[src/rtl/viterbi_pkg.sv]
// Shared types and constants for the Viterbi frame sequencer.
package viterbi_pkg;
   typedef enum logic [1:0] {IDLE, PAYLOAD, TAIL, DRAIN} vfc_state_t;
   localparam logic [1:0] ERR_MASK  = 2'b01;
   localparam int         CNT_W_DEF = 16;
endpackage

[src/rtl/vfc_ref_delay.sv]
// DEPTH-deep {valid,bit} delay line aligning sent payload with decoder output.
module vfc_ref_delay #(
   parameter int DEPTH = 8
) (
   input  logic clk,
   input  logic rst,
   input  logic in_vld,
   input  logic in_bit,
   output logic out_vld,
   output logic out_bit
);
   logic [DEPTH-1:0] vld_pipe;
   logic [DEPTH-1:0] bit_pipe;

   always_ff @(posedge clk or negedge rst) begin
      if (!rst) begin
         vld_pipe <= '0;
         bit_pipe <= '0;
      end else begin
         vld_pipe[0] <= in_vld;
         bit_pipe[0] <= in_bit;
         for (int i = 1; i < DEPTH; i++) begin
            vld_pipe[i] <= vld_pipe[i-1];
            bit_pipe[i] <= bit_pipe[i-1];
         end
      end
   end

   assign out_vld = vld_pipe[DEPTH-1];
   assign out_bit = bit_pipe[DEPTH-1];
endmodule

[src/rtl/viterbi_frame_ctrl.sv]
// Frame sequencer: feeds the encoder, schedules channel error injection and
// counts residual decoder bit errors against the delayed payload.
module viterbi_frame_ctrl
   import viterbi_pkg::*;
#(
   parameter int FRAME_LEN  = 64,
   parameter int TAIL_LEN   = 2,
   parameter int ENC_LAT    = 1,
   parameter int DEC_LAT    = 8,
   parameter int ERR_SHIFT  = 4,
   parameter int ERR_WINDOW = 256,
   parameter int CNT_W      = CNT_W_DEF
) (
   input  logic             clk,
   input  logic             rst,
   input  logic             start_i,
   input  logic             inj_en_i,
   input  logic             bit_valid_i,
   input  logic             bit_i,
   output logic             bit_ready_o,
   output logic             enc_en_o,
   output logic             enc_bit_o,
   output logic [1:0]       err_mask_o,
   input  logic             dec_bit_i,
   output logic             busy_o,
   output logic             done_o,
   output logic [CNT_W-1:0] inj_ct_o,
   output logic [CNT_W-1:0] bit_err_ct_o
);
   vfc_state_t         state_q, state_d;
   logic [31:0]        ph_cnt;
   logic [31:0]        enc_idx;
   logic               inj_en_q;
   logic               enc_pay_q;
   logic [ENC_LAT-1:0] hit_pipe;
   logic               accept, frame_start, inj_hit;
   logic               ref_vld, ref_bit, cmp_err;

   assign bit_ready_o = (state_q == PAYLOAD);
   assign busy_o      = (state_q != IDLE);
   assign accept      = bit_ready_o && bit_valid_i;
   assign frame_start = (state_q == IDLE) && start_i;
   assign done_o      = (state_q == DRAIN) && (ph_cnt == 32'(DEC_LAT));

   always_ff @(posedge clk or negedge rst) begin
      if (!rst) state_q <= IDLE;
      else      state_q <= state_d;
   end

   always_comb begin
      state_d = state_q;
      case (state_q)
         IDLE:    if (start_i) state_d = PAYLOAD;
         PAYLOAD: if (accept && ph_cnt == 32'(FRAME_LEN - 1)) state_d = TAIL;
         TAIL:    if (ph_cnt == 32'(TAIL_LEN - 1)) state_d = DRAIN;
         DRAIN:   if (done_o) state_d = IDLE;
         default: state_d = IDLE;
      endcase
   end

   // ph_cnt counts accepts in PAYLOAD and clocks in TAIL/DRAIN; restarts on every state change
   always_ff @(posedge clk or negedge rst) begin
      if (!rst) begin
         ph_cnt <= '0;
      end else if (state_d != state_q) begin
         ph_cnt <= '0;
      end else if ((state_q == PAYLOAD) ? accept : (state_q != IDLE)) begin
         ph_cnt <= ph_cnt + 32'd1;
      end
   end

   always_ff @(posedge clk or negedge rst) begin
      if (!rst) begin
         enc_en_o  <= 1'b0;
         enc_bit_o <= 1'b0;
         enc_pay_q <= 1'b0;
         enc_idx   <= '0;
         inj_en_q  <= 1'b0;
      end else begin
         enc_en_o  <= accept || (state_q == TAIL);
         enc_bit_o <= accept && bit_i;
         enc_pay_q <= accept;
         if (frame_start) begin
            enc_idx  <= '0;
            inj_en_q <= inj_en_i;
         end else if (enc_en_o) begin
            enc_idx  <= enc_idx + 32'd1;
         end
      end
   end

   assign inj_hit = enc_en_o && inj_en_q && (&enc_idx[ERR_SHIFT-1:0]) &&
                    (enc_idx < 32'(ERR_WINDOW));

   always_ff @(posedge clk or negedge rst) begin
      if (!rst) begin
         hit_pipe <= '0;
      end else begin
         hit_pipe[0] <= inj_hit;
         for (int i = 1; i < ENC_LAT; i++) hit_pipe[i] <= hit_pipe[i-1];
      end
   end

   assign err_mask_o = hit_pipe[ENC_LAT-1] ? ERR_MASK : 2'b00;

   // only payload bits are tagged, so tail bits and bubbles never reach the comparator
   vfc_ref_delay #(.DEPTH(DEC_LAT)) u_ref_delay (
      .clk     (clk),
      .rst     (rst),
      .in_vld  (enc_pay_q),
      .in_bit  (enc_bit_o),
      .out_vld (ref_vld),
      .out_bit (ref_bit)
   );

   assign cmp_err = ref_vld && (dec_bit_i != ref_bit);

   always_ff @(posedge clk or negedge rst) begin
      if (!rst) begin
         inj_ct_o     <= '0;
         bit_err_ct_o <= '0;
      end else if (frame_start) begin
         inj_ct_o     <= '0;
         bit_err_ct_o <= '0;
      end else begin
         if (inj_hit && inj_ct_o != '1)     inj_ct_o     <= inj_ct_o + 1'b1;
         if (cmp_err && bit_err_ct_o != '1) bit_err_ct_o <= bit_err_ct_o + 1'b1;
      end
   end
endmodule

[config.mk]
export PLATFORM = sky130hd
export DESIGN_NAME = viterbi_frame_ctrl
export DESIGN_NICKNAME = d
export VERILOG_FILES = /design/src/rtl/viterbi_pkg.sv /design/src/rtl/vfc_ref_delay.sv /design/src/rtl/viterbi_frame_ctrl.sv
export SDC_FILE = /design/constraint.sdc
export NUM_CORES = 1
export LEC_CHECK = 0
export CELL_PAD_IN_SITES_DETAIL_PLACEMENT = 1
export CELL_PAD_IN_SITES_GLOBAL_PLACEMENT = 1
export CORE_ASPECT_RATIO = 2
export CORE_UTILIZATION = 47
export CTS_BUF_LIST = sky130_fd_sc_hd__clkbuf_4
export DETAILED_ROUTE_END_ITERATION = 16
export GPL_TIMING_DRIVEN = 1
export PLACE_DENSITY = 0.9
export REMOVE_ABC_BUFFERS = 1
export SYNTH_ARGS = -nofsm -noshare
export SYNTH_HDL_FRONTEND = slang
export SYNTH_SLANG_ARGS = --single-unit
export TNS_END_PERCENT = 5
[constraint.sdc]
create_clock -name clk -period 2.3 [get_ports clk]
set_input_delay 0.23 -clock clk [delete_from_list [all_inputs] [get_ports clk]]
set_output_delay 0.23 -clock clk [all_outputs]
set_load 0.1 [all_outputs]
==> impl_metrics.yaml, run 1 <==
outcome:
  status: "complete, but fails checks"
  violations: "negative setup slack"
routing:
  drt_iter0_drc: 246
  wl_met3_um: 460
  wirelength_um: 15930
  met2_wirelength_um: 9341
  post_drt_via_cell_ratio: 5.888
  drtPass1Iterations: 4
  dr_total_vias: 4952
  final_antenna_net_count: 0
  wl_met1_um: 5645
  highest_layer: "met4"
  drc_errors: 0
  wl_per_cell_um: 18.94
timing:
  tns_ns: -0.08076
  holdWs_ns: 0.2403
  slew_viol_final: 0
  clock_skew_ns: 0.01897
  fin_crit_sh: 1.035
  max_freq_mhz: 420.0
  tightest_slew_ns: 0.7587
  rsz0062_at_grt: "true"
  setup_viol: 1
  min_period_ns: 2.381
  slew_headroom: 0.4942
  setup_ws_ns: -0.08076
  hold_viol: 0
clock_tree:
  htreeDepth: 4
  cts.path.max_buffers: 2
  cts_made_buffers: 17
  insertion_delay_ns: 0.56
  path_clk_slew_ns: 0.12
  cts_tree: "built"
  clock-sinks: 119
  cts_root_buf: "clkbuf_4"
die:
  die_area_mm2: 0.01292
  die_h_um: 159.8
  die_w_um: 80.88
  initial_utilization: 0.4824
  core_mm2: 0.01212
  io_pins: 46
  rows: 57
synthesis:
  synth_cells: 614
  synthDistinctLibCells: 42
  synthFlopType: "dfrtp_1"
  synth-seq-cells: 119
  yosys.area.top_type: "dfrtp_1"
  synth_top_area_frac: 0.5092
  syn-cell-area_mm2: 0.005848
  yosysSeqAreaShare: 0.5092
  ys_warn_count: 0
  ys_top_cells_by_area: "dfrtp_1 51%, xnor2_1 7.2%, nor2_1 5.7%, nor4_1 4.3%, xor2_1 3.6%"
  syn_area_per_cell_um2: 9.525
  synth-edff-count: 0
  async_reset_ff_frac: 1.000
critical_path:
  crit_start: "ph_cnt[17]$_DFFE_PN0P_"
  critPathLaunchType: "flip-flop"
  crit_path_end_kind: "primary output"
  cp.arrival_ns: 2.15
  worst_ep_required_time_ns: 2.07
  cp_max_fo: 3
  r2r_start: "enc_idx[12]$_DFFE_PN0P_"
  critPathKind: "reg -> out"
power:
  power_density_mw_per_mm2: 756.5
  ir_drop_mv: 0.6022
  leakage_nw: 3.075
  finalPower_mw: 5.248
placed_design:
  finalWeightedCongestion: 0.8820
  placed_area_mm2: 0.006520
  numPortBuffers: 44
  dp_slack_ns: -0.008646
  place_hpwl_um: 11190
  place_inst: 802
final_layout:
  drive_gt1_frac: 0.1818
  nets: 693
  seq_area_mm2: 0.002978
  fin_util: 0.5721
  design_area_mm2: 0.006937
  multi_input_area_mm2: 0.002776
  fill_cells: 1394
  stdcell_count: 841
  syn2layout_area_growth_pct: 18.61
grt:
  grt_pass1_wl_um: 26680
  overflow: 0
  antenna_found_initial: 1
  grt_pass1_vias: 5597
  grt_max_degree: 57
  grtUsageTotal: 0.2689
worst_hold_path:
  hp-class: "in -> reg"
  worstHoldStart: "inj_en_i"
job:
  cap_violations: 0
repair_timing:
item | 4_1_cts | 5_1_grt
endpoints found under the hold margin | 54 | 0
buffers inserted | 5 | 0
cloned | 0 | 0
hold buffers | 1 | 0
gates resized for setup | 9 | 6
setup endpoints to repair | 5 | 11
pin swaps | 5 | 0
routing by layer:
layer	global-route usage	vias to the layer above
met2	0.5015	97
li1	-	2280
met4	0.1209	0
met5	0	-
met3	0.07029	41
met1	0.2634	2534
path summary, 6_finish.rpt:
kind                                                      to  slack (ns)  cells past startpoint
min                                     inj_en_q$_DFFE_PN0P_        0.24                      3
min in group asynchronous  u_ref_delay.vld_pipe[6]$_DFF_PN0_        0.26                      2
min reg2reg                u_ref_delay.bit_pipe[4]$_DFF_PN0_        0.35                      0
max                                                   done_o       -0.08                      5
max in group asynchronous            inj_ct_o[6]$_DFFE_PN0P_        1.31                      3
max reg2reg                         inj_ct_o[12]$_DFFE_PN0P_        0.11                      6
critical path: stages, from the launching register on:
cell and delay (ns):
dfrtp_1 0.43, nor4_2 0.36, nand4_1 0.25, nor4_2 0.23, buf_4 0.17, buf_12 0.16
layout make-up:
cell class | count | share of cell area
inverters | 16 | 0.008658
multi-input cells | 447 | 0.4003
diodes | 1 | 0.0003608
repair buffers | 79 | 0.09488
clock buffers | 17 | 0.01840
well taps | 147 | 0.02652
flip-flops and latches | 119 | 0.4293
clock inverters | 15 | 0.02165
cells in the final DEF (no fill, tap or decap), types with 21 or more instances in the layout:
cell	count
xor2_1	24
buf_4	69
nor4_1	29
nand4_1	24
nor2_1	89
dfrtp_1	119
xnor2_1	48
a21oi_1	21
nand2_1	48
nand3_1	34
cell families (layout without fill, tap and decap cells):
logic type	count (synthesis)	after routing	share of synthesized area
other	1	2	0.0006412
multiplexers	3	3	0.005135
XOR/XNOR	72	72	0.1078
adder cells (fa/ha/maj)	6	6	0.01284
flip-flops	119	119	0.5092
AND/OR/NAND/NOR	317	317	0.2818
AO/OA/AOI/OAI	48	48	0.04878
buffers and inverters	48	127	0.03380
sequential cells by signal, indices dropped and copies added (netlist names):
register              cells
ph_cnt                   32
state_q                   2
bit_err_ct_o             16
enc_idx                  32
u_ref_delay.bit_pipe      8
enc_pay_q                 1
enc_bit_o                 1
hit_pipe                  1
inj_en_q                  1
u_ref_delay.vld_pipe      8
enc_en_o                  1
inj_ct_o                 16
cell usage after synthesis (all sizes together), types with 2 or more instances:
cell	number
dfrtp	119
nor2	89
nand2	48
xnor2	48
nor4	40
nand3	34
nand4	25
xor2	24
a21oi	21
clkbuf	21
inv	16
nor3	16
and3	15
and4	15
o21ai	14
buf	11
or3	11
and2	9
ha	6
o31ai	4
mux2i	3
nand2b	3
nand4b	3
nor3b	3
or4	3
a31o	2
report_power, final:
part | switching [mW] | total, mW | internal [mW] | leakage (nW)
Clock | 0.953 | 1.53 | 0.576 | 0.152
Sequential | 0.235 | 2.51 | 2.28 | 1.57
Combinational | 0.871 | 1.21 | 0.337 | 1.35
Total | 2.06 | 5.25 | 3.19 | 3.08
Note: power is estimated with default switching activity, not from simulation.
==> run 2, diff against run 1 <==
- CAP_MARGIN: not set -> 25
- TNS_END_PERCENT: 5 -> 20
- clock period: 2.3 -> 2.2 ns (I/O delays scaled with it)
==> run 2 against run 1 <==
Net effect:
- the flow still finishes with violations (negative setup slack)
- via count rose by 7.3%
- cell area rose by 4.1%
- global-route usage increased by 2.9 points
- register-to-register slack worse by 0.19 ns
- routed wire length rose by 18%
- setup slack lost 0.068 ns
- total power rose by 5.8%
- flip-flop and latch count unchanged
- die area unchanged
- first-iteration DRC count up 0.81%
- non-clock buffer count up 20
- clock skew increased by 0.0041 ns
==> impl_metrics.yaml, run 2 (synthesis gave the netlist of run 1 again) <==
die:
  die_h_um: 159.8
  initial_utilization: 0.4824
  io_pins: 46
  core_mm2: 0.01212
  rows: 57
  die_area_mm2: 0.01292
  die_w_um: 80.88
critical_path:
  cp_max_fo: 2
  critPathKind: "reg -> out"
  worst_ep_required_time_ns: 1.98
  slowest_delay_ns: 0.46
  cpMaxStageDelayCell: "dfrtp_2"
  rrSetupSlack_ns: -0.08
  crit_path_end_kind: "primary output"
  cp_top_family: "simple AND/OR/NAND/NOR gates"
  critPathLaunchType: "flip-flop"
  r2r_start: "enc_idx[28]$_DFFE_PN0P_"
  reg2regPathDepth: 7
  cp.arrival_ns: 2.13
  cp_cell_sequence: "nor4_4 > nand3_2 > nor4_4 > buf_4 > buf_12"
  path_buf_inv: 2
  cp_common_cell: "nor4_4"
  r2r_end: "inj_ct_o[14]$_DFFE_PN0P_"
routing:
  drt_iter0_drc: 248
  drtPass1Iterations: 5
  post_drt_via_cell_ratio: 6.166
  final_antenna_net_count: 0
  wl_per_cell_um: 21.71
  dr_total_vias: 5315
  wl_met3_um: 665
  wl_met1_um: 6568
  drc_errors: 0
  met2_wirelength_um: 10540
  highest_layer: "met4"
  wirelength_um: 18720
clock_tree:
  htreeDepth: 4
  cts_tree: "built"
  cts_made_buffers: 17
  cts_root_buf: "clkbuf_4"
  cts.path.max_buffers: 2
  clock-sinks: 119
  insertion_delay_ns: 0.57
  path_clk_slew_ns: 0.14
timing:
  rsz0062_at_grt: "true"
  min_period_ns: 2.349
  tightest_slew_ns: 0.6306
  setup_ws_ns: -0.1487
  clock_skew_ns: 0.02306
  slew_headroom: 0.5761
  tns_ns: -0.2604
  max_freq_mhz: 425.8
  setup_viol: 3
  holdWs_ns: 0.08943
  fin_crit_sh: 1.068
  hold_viol: 0
  slew_viol_final: 0
grt:
  grt_pass1_vias: 5813
  grtUsageTotal: 0.2979
  overflow: 0
  antenna_found_initial: 1
  grt_pass1_wl_um: 28990
  grt_max_degree: 53
job:
  cap_violations: 0
power:
  leakage_nw: 3.198
  finalPower_mw: 5.553
  ir_drop_mv: 0.6599
  power_density_mw_per_mm2: 769.0
final_layout:
  syn2layout_area_growth_pct: 23.47
  drive_gt1_frac: 0.2409
  final_cell_mix: "112 x dfrtp_1, 89 x nor2_1, 88 x buf_4, 48 x nand2_1, 48 x xnor2_1"
  fin_util: 0.5956
  biggestRegsByFlops: "enc_idx: 32 flops, ph_cnt: 32 flops"
  final_common_cell: "dfrtp_1"
  design_area_mm2: 0.007221
  stdcell_count: 862
  nets: 714
placed_design:
  finalWeightedCongestion: 0.8675
  place_hpwl_um: 11710
  placed_area_mm2: 0.006605
  dp_slack_ns: -0.1062
  numPortBuffers: 44
  place_inst: 815
outcome:
  violations: "negative setup slack"
  status: "complete, but fails checks"
worst_hold_path:
  hp-class: "in -> async"
[run 2: changes by cell type in the layout (fill, tap and decap cells not counted), sizes merged]
| cell | delta |
|---|---|
| inv | -2 |
| clkinv | +2 |
| clkinvlp | +1 |
| buf | +20 |
| a211o | +1 |
| bufinv | -1 |
[run 2: cell type report]
class | count | area, µm²
diodes | 1 | 2.502
clock inverters | 15 | 153.9
well taps | 147 | 183.9
inverters | 16 | 60.06
multi-input cells | 448 | 2903
repair buffers | 99 | 803.3
flip-flops and latches | 119 | 2987
clock buffers | 17 | 127.6
fillers | 1349 | 4903
[run 2: worst max path at each step]
stage | to | depth (start not counted) | slack [ns] | from
after floorplan | done_o | 3 | -1.82 | ph_cnt[14]$_DFFE_PN0P_
after global placement | done_o | 5 | 0.03 | ph_cnt[14]$_DFFE_PN0P_
after detailed placement | inj_ct_o[3]$_DFFE_PN0P_ | 6 | -0.11 | enc_idx[26]$_DFFE_PN0P_
after CTS | done_o | 5 | -0.15 | ph_cnt[26]$_DFFE_PN0P_
after global routing | done_o | 5 | -0.23 | ph_cnt[20]$_DFFE_PN0P_
final | done_o | 5 | -0.15 | ph_cnt[26]$_DFFE_PN0P_
[run 2: per-layer routing]
layer	track usage	vias up
li1	-	2334
met3	0.05714	83
met1	0.3005	2711
met2	0.5428	187
met5	0	-
met4	0.1721	0
[run 2: worst register-to-register path: stages, from the launching register on]
cell and delay [ns]:
dfrtp_1 0.47, nor4_2 0.30, nand4_1 0.27, buf_4 0.24
a2111oi_2 0.31, buf_4 0.22, nand4_1 0.15, mux2i_1 0.23
[run 2: repair_timing]
item,in CTS,in global routing
endpoints found under the setup margin,8,26
hold buffers,1,0
pin swaps,4,9
gates resized for setup,17,30
setup buffers,8,4
hold endpoints to repair,119,0
gates cloned,0,1
[run 2: where the power goes]
part           switching (mW)  total [mW]  internal [mW]
combinational           0.961        1.34          0.376
sequential              0.253        2.63           2.38
clock                    1.07        1.58          0.513
==> run 3, diff against run 2 <==
- CORE_UTILIZATION: 47 -> 40
- PLACE_DENSITY: 0.9 -> 0.8
- TNS_END_PERCENT: 20 -> not set
==> run 3 against run 2 <==
Net effect:
- the flow still finishes with violations (negative setup slack)
- fmax decreased by 1.1%
- flip-flop and latch count unchanged
- die area grew 17%
- non-clock buffer count rose by 10
- critical path depth did not move
==> impl_metrics.yaml, run 3 (synthesis gave the netlist of run 1 again) <==
placed_design:
  placed_area_mm2: 0.006741
  place_inst: 869
  numPortBuffers: 44
  finalWeightedCongestion: 0.8896
  dp_slack_ns: -0.03762
  place_hpwl_um: 12190
routing:
  wl_per_cell_um: 19.15
  post_drt_via_cell_ratio: 5.671
  drt_iter0_drc: 247
  drc_errors: 0
  drtPass1Iterations: 6
  dr_total_vias: 5200
  final_antenna_net_count: 0
  wirelength_um: 17560
grt:
  gr-usage-met3: 0.04248
  grtUsageMet1: 0.2209
  grt_pass1_vias: 5870
  top_usage_layer: "met2"
  antenna_found_initial: 1
  grtUsageTotal: 0.2363
  grt_pass1_wl_um: 27790
  grt_max_degree: 44
  grtUsageMet2: 0.4639
  overflow: 0
critical_path:
  r2r_start: "enc_idx[31]$_DFFE_PN0P_"
  reg2regPathDepth: 7
  critPathLaunchType: "flip-flop"
  crit_path_end_kind: "primary output"
  worst_ep_required_time_ns: 1.98
  cp.arrival_ns: 2.15
  critPathKind: "reg -> out"
  cp_max_fo: 5
  rrSetupSlack_ns: -0.02
  r2r_end: "inj_ct_o[5]$_DFFE_PN0P_"
die:
  initial_utilization: 0.4075
  die_w_um: 87.50
  io_pins: 46
  die_h_um: 173
  die_area_mm2: 0.01514
  rows: 62
  core_mm2: 0.01435
final_layout:
  design_area_mm2: 0.007348
  syn2layout_area_growth_pct: 25.65
  stdcell_count: 917
  fill_cells: 1643
  nets: 724
  drive_gt1_frac: 0.2390
  final_common_cell: "dfrtp_1"
  biggestRegsByFlops: "enc_idx: 32 flops, ph_cnt: 32 flops"
  final_cell_mix: "113 x dfrtp_1, 96 x buf_4, 89 x nor2_1, 48 x nand2_1, 48 x xnor2_1"
power:
  p_int_mw: 3.371
  p_sw_mw: 2.174
  switching_share: 0.3921
  power_density_mw_per_mm2: 754.5
  power_frac_clock: 0.291
  power_frac_seq: 0.471
  ir_drop_mv: 0.3706
  p_comb_frac: 0.238
  leakage_nw: 3.253
timing:
  clock_skew_ns: 0.02727
  setup_viol: 4
  setup_ws_ns: -0.1741
  tightest_slew_ns: 0.5846
  slew_headroom: 0.6103
  tns_ns: -0.2404
  rsz0062_at_grt: "true"
  hold_viol: 0
  max_freq_mhz: 421.2
  fin_crit_sh: 1.079
  min_period_ns: 2.374
  slew_viol_final: 0
clock_tree:
  cts.path.max_buffers: 2
  htreeDepth: 4
  path_clk_slew_ns: 0.13
  insertion_delay_ns: 0.53
  cts_tree: "built"
  cts_root_buf: "clkbuf_4"
  clock-sinks: 119
  cts_made_buffers: 17
outcome:
  violations: "negative setup slack"
  status: "complete, but fails checks"
job:
  cap_violations: 0
worst_hold_path:
  hp-class: "in -> async"
==> run 3: area by class of cell <==
| type | instances | area (µm²) | share of cell area |
|---|---|---|---|
| antenna | 1 | 2.502 | 0.0003405 |
| clock inverter | 15 | 157.7 | 0.02145 |
| clock buffer | 17 | 127.6 | 0.01737 |
| multi-input combinational | 448 | 2863 | 0.3896 |
| timing repair buffer | 109 | 912.1 | 0.1241 |
| sequential | 119 | 2985 | 0.4063 |
| tap | 192 | 240.2 | 0.03269 |
| inverter | 16 | 60.06 | 0.008173 |
==> run 3: critical path, cell delays in order, from the launching register on <==
cell,delay [ns]
dfrtp_1,0.44
nor4_1,0.32
nand3_1,0.23
nor4_4,0.31
buf_4,0.17
buf_12,0.16
==> run 3: per-layer routing <==
metal / vias up / share of wire
li1: 2347 / -
met1: 2649 / 0.34
met2: 135 / 0.59
met3: 69 / 0.027
met4: 0 / 0.047
met5: - / 0
==> run 3: power groups by stage <==
stage	Combinational [mW]	Sequential, mW	Clock, mW
3_3_place_gp	1.24	2.62	0
3_5_place_dp	1.28	2.64	0
2_1_floorplan	0.418	3.08	0
5_1_grt	1.43	2.63	1.76
6_report	1.32	2.61	1.61
4_1_cts	1.30	2.60	1.65
==> run 3: per-stage QoR <==
stage / power [mW] / util / hold slack [ns]
after floorplan: 3.494 / - / -0.07559
after global placement: 3.860 / 0.4697 / 0.2237
after detailed placement: 3.927 / 0.4697 / 0.2289
after CTS: 5.551 / 0.4958 / 0.1785
after global routing: 5.819 / 0.5120 / 0.2188
final: 5.545 / 0.5120 / 0.2178
==> run 3: repair_timing <==
action                                  in CTS  in global routing
hold endpoints to repair                    31                  0
hold buffers                                 1                  0
buffers inserted                             4                  8
gates resized for setup                      9                 30
pin swaps                                    4                 14
cloned                                       0                  2
endpoints found under the setup margin       7                  7
==> run 3: worst max path at each step <==
stage,from,endpoint,cells after the start
2_1_floorplan,ph_cnt[14]$_DFFE_PN0P_,done_o,3
3_3_place_gp,ph_cnt[14]$_DFFE_PN0P_,done_o,6
3_5_place_dp,enc_idx[18]$_DFFE_PN0P_,inj_ct_o[12]$_DFFE_PN0P_,7
4_1_cts,ph_cnt[7]$_DFFE_PN0P_,done_o,6
5_1_grt,ph_cnt[27]$_DFFE_PN0P_,done_o,5
6_report,ph_cnt[22]$_DFFE_PN0P_,done_o,5
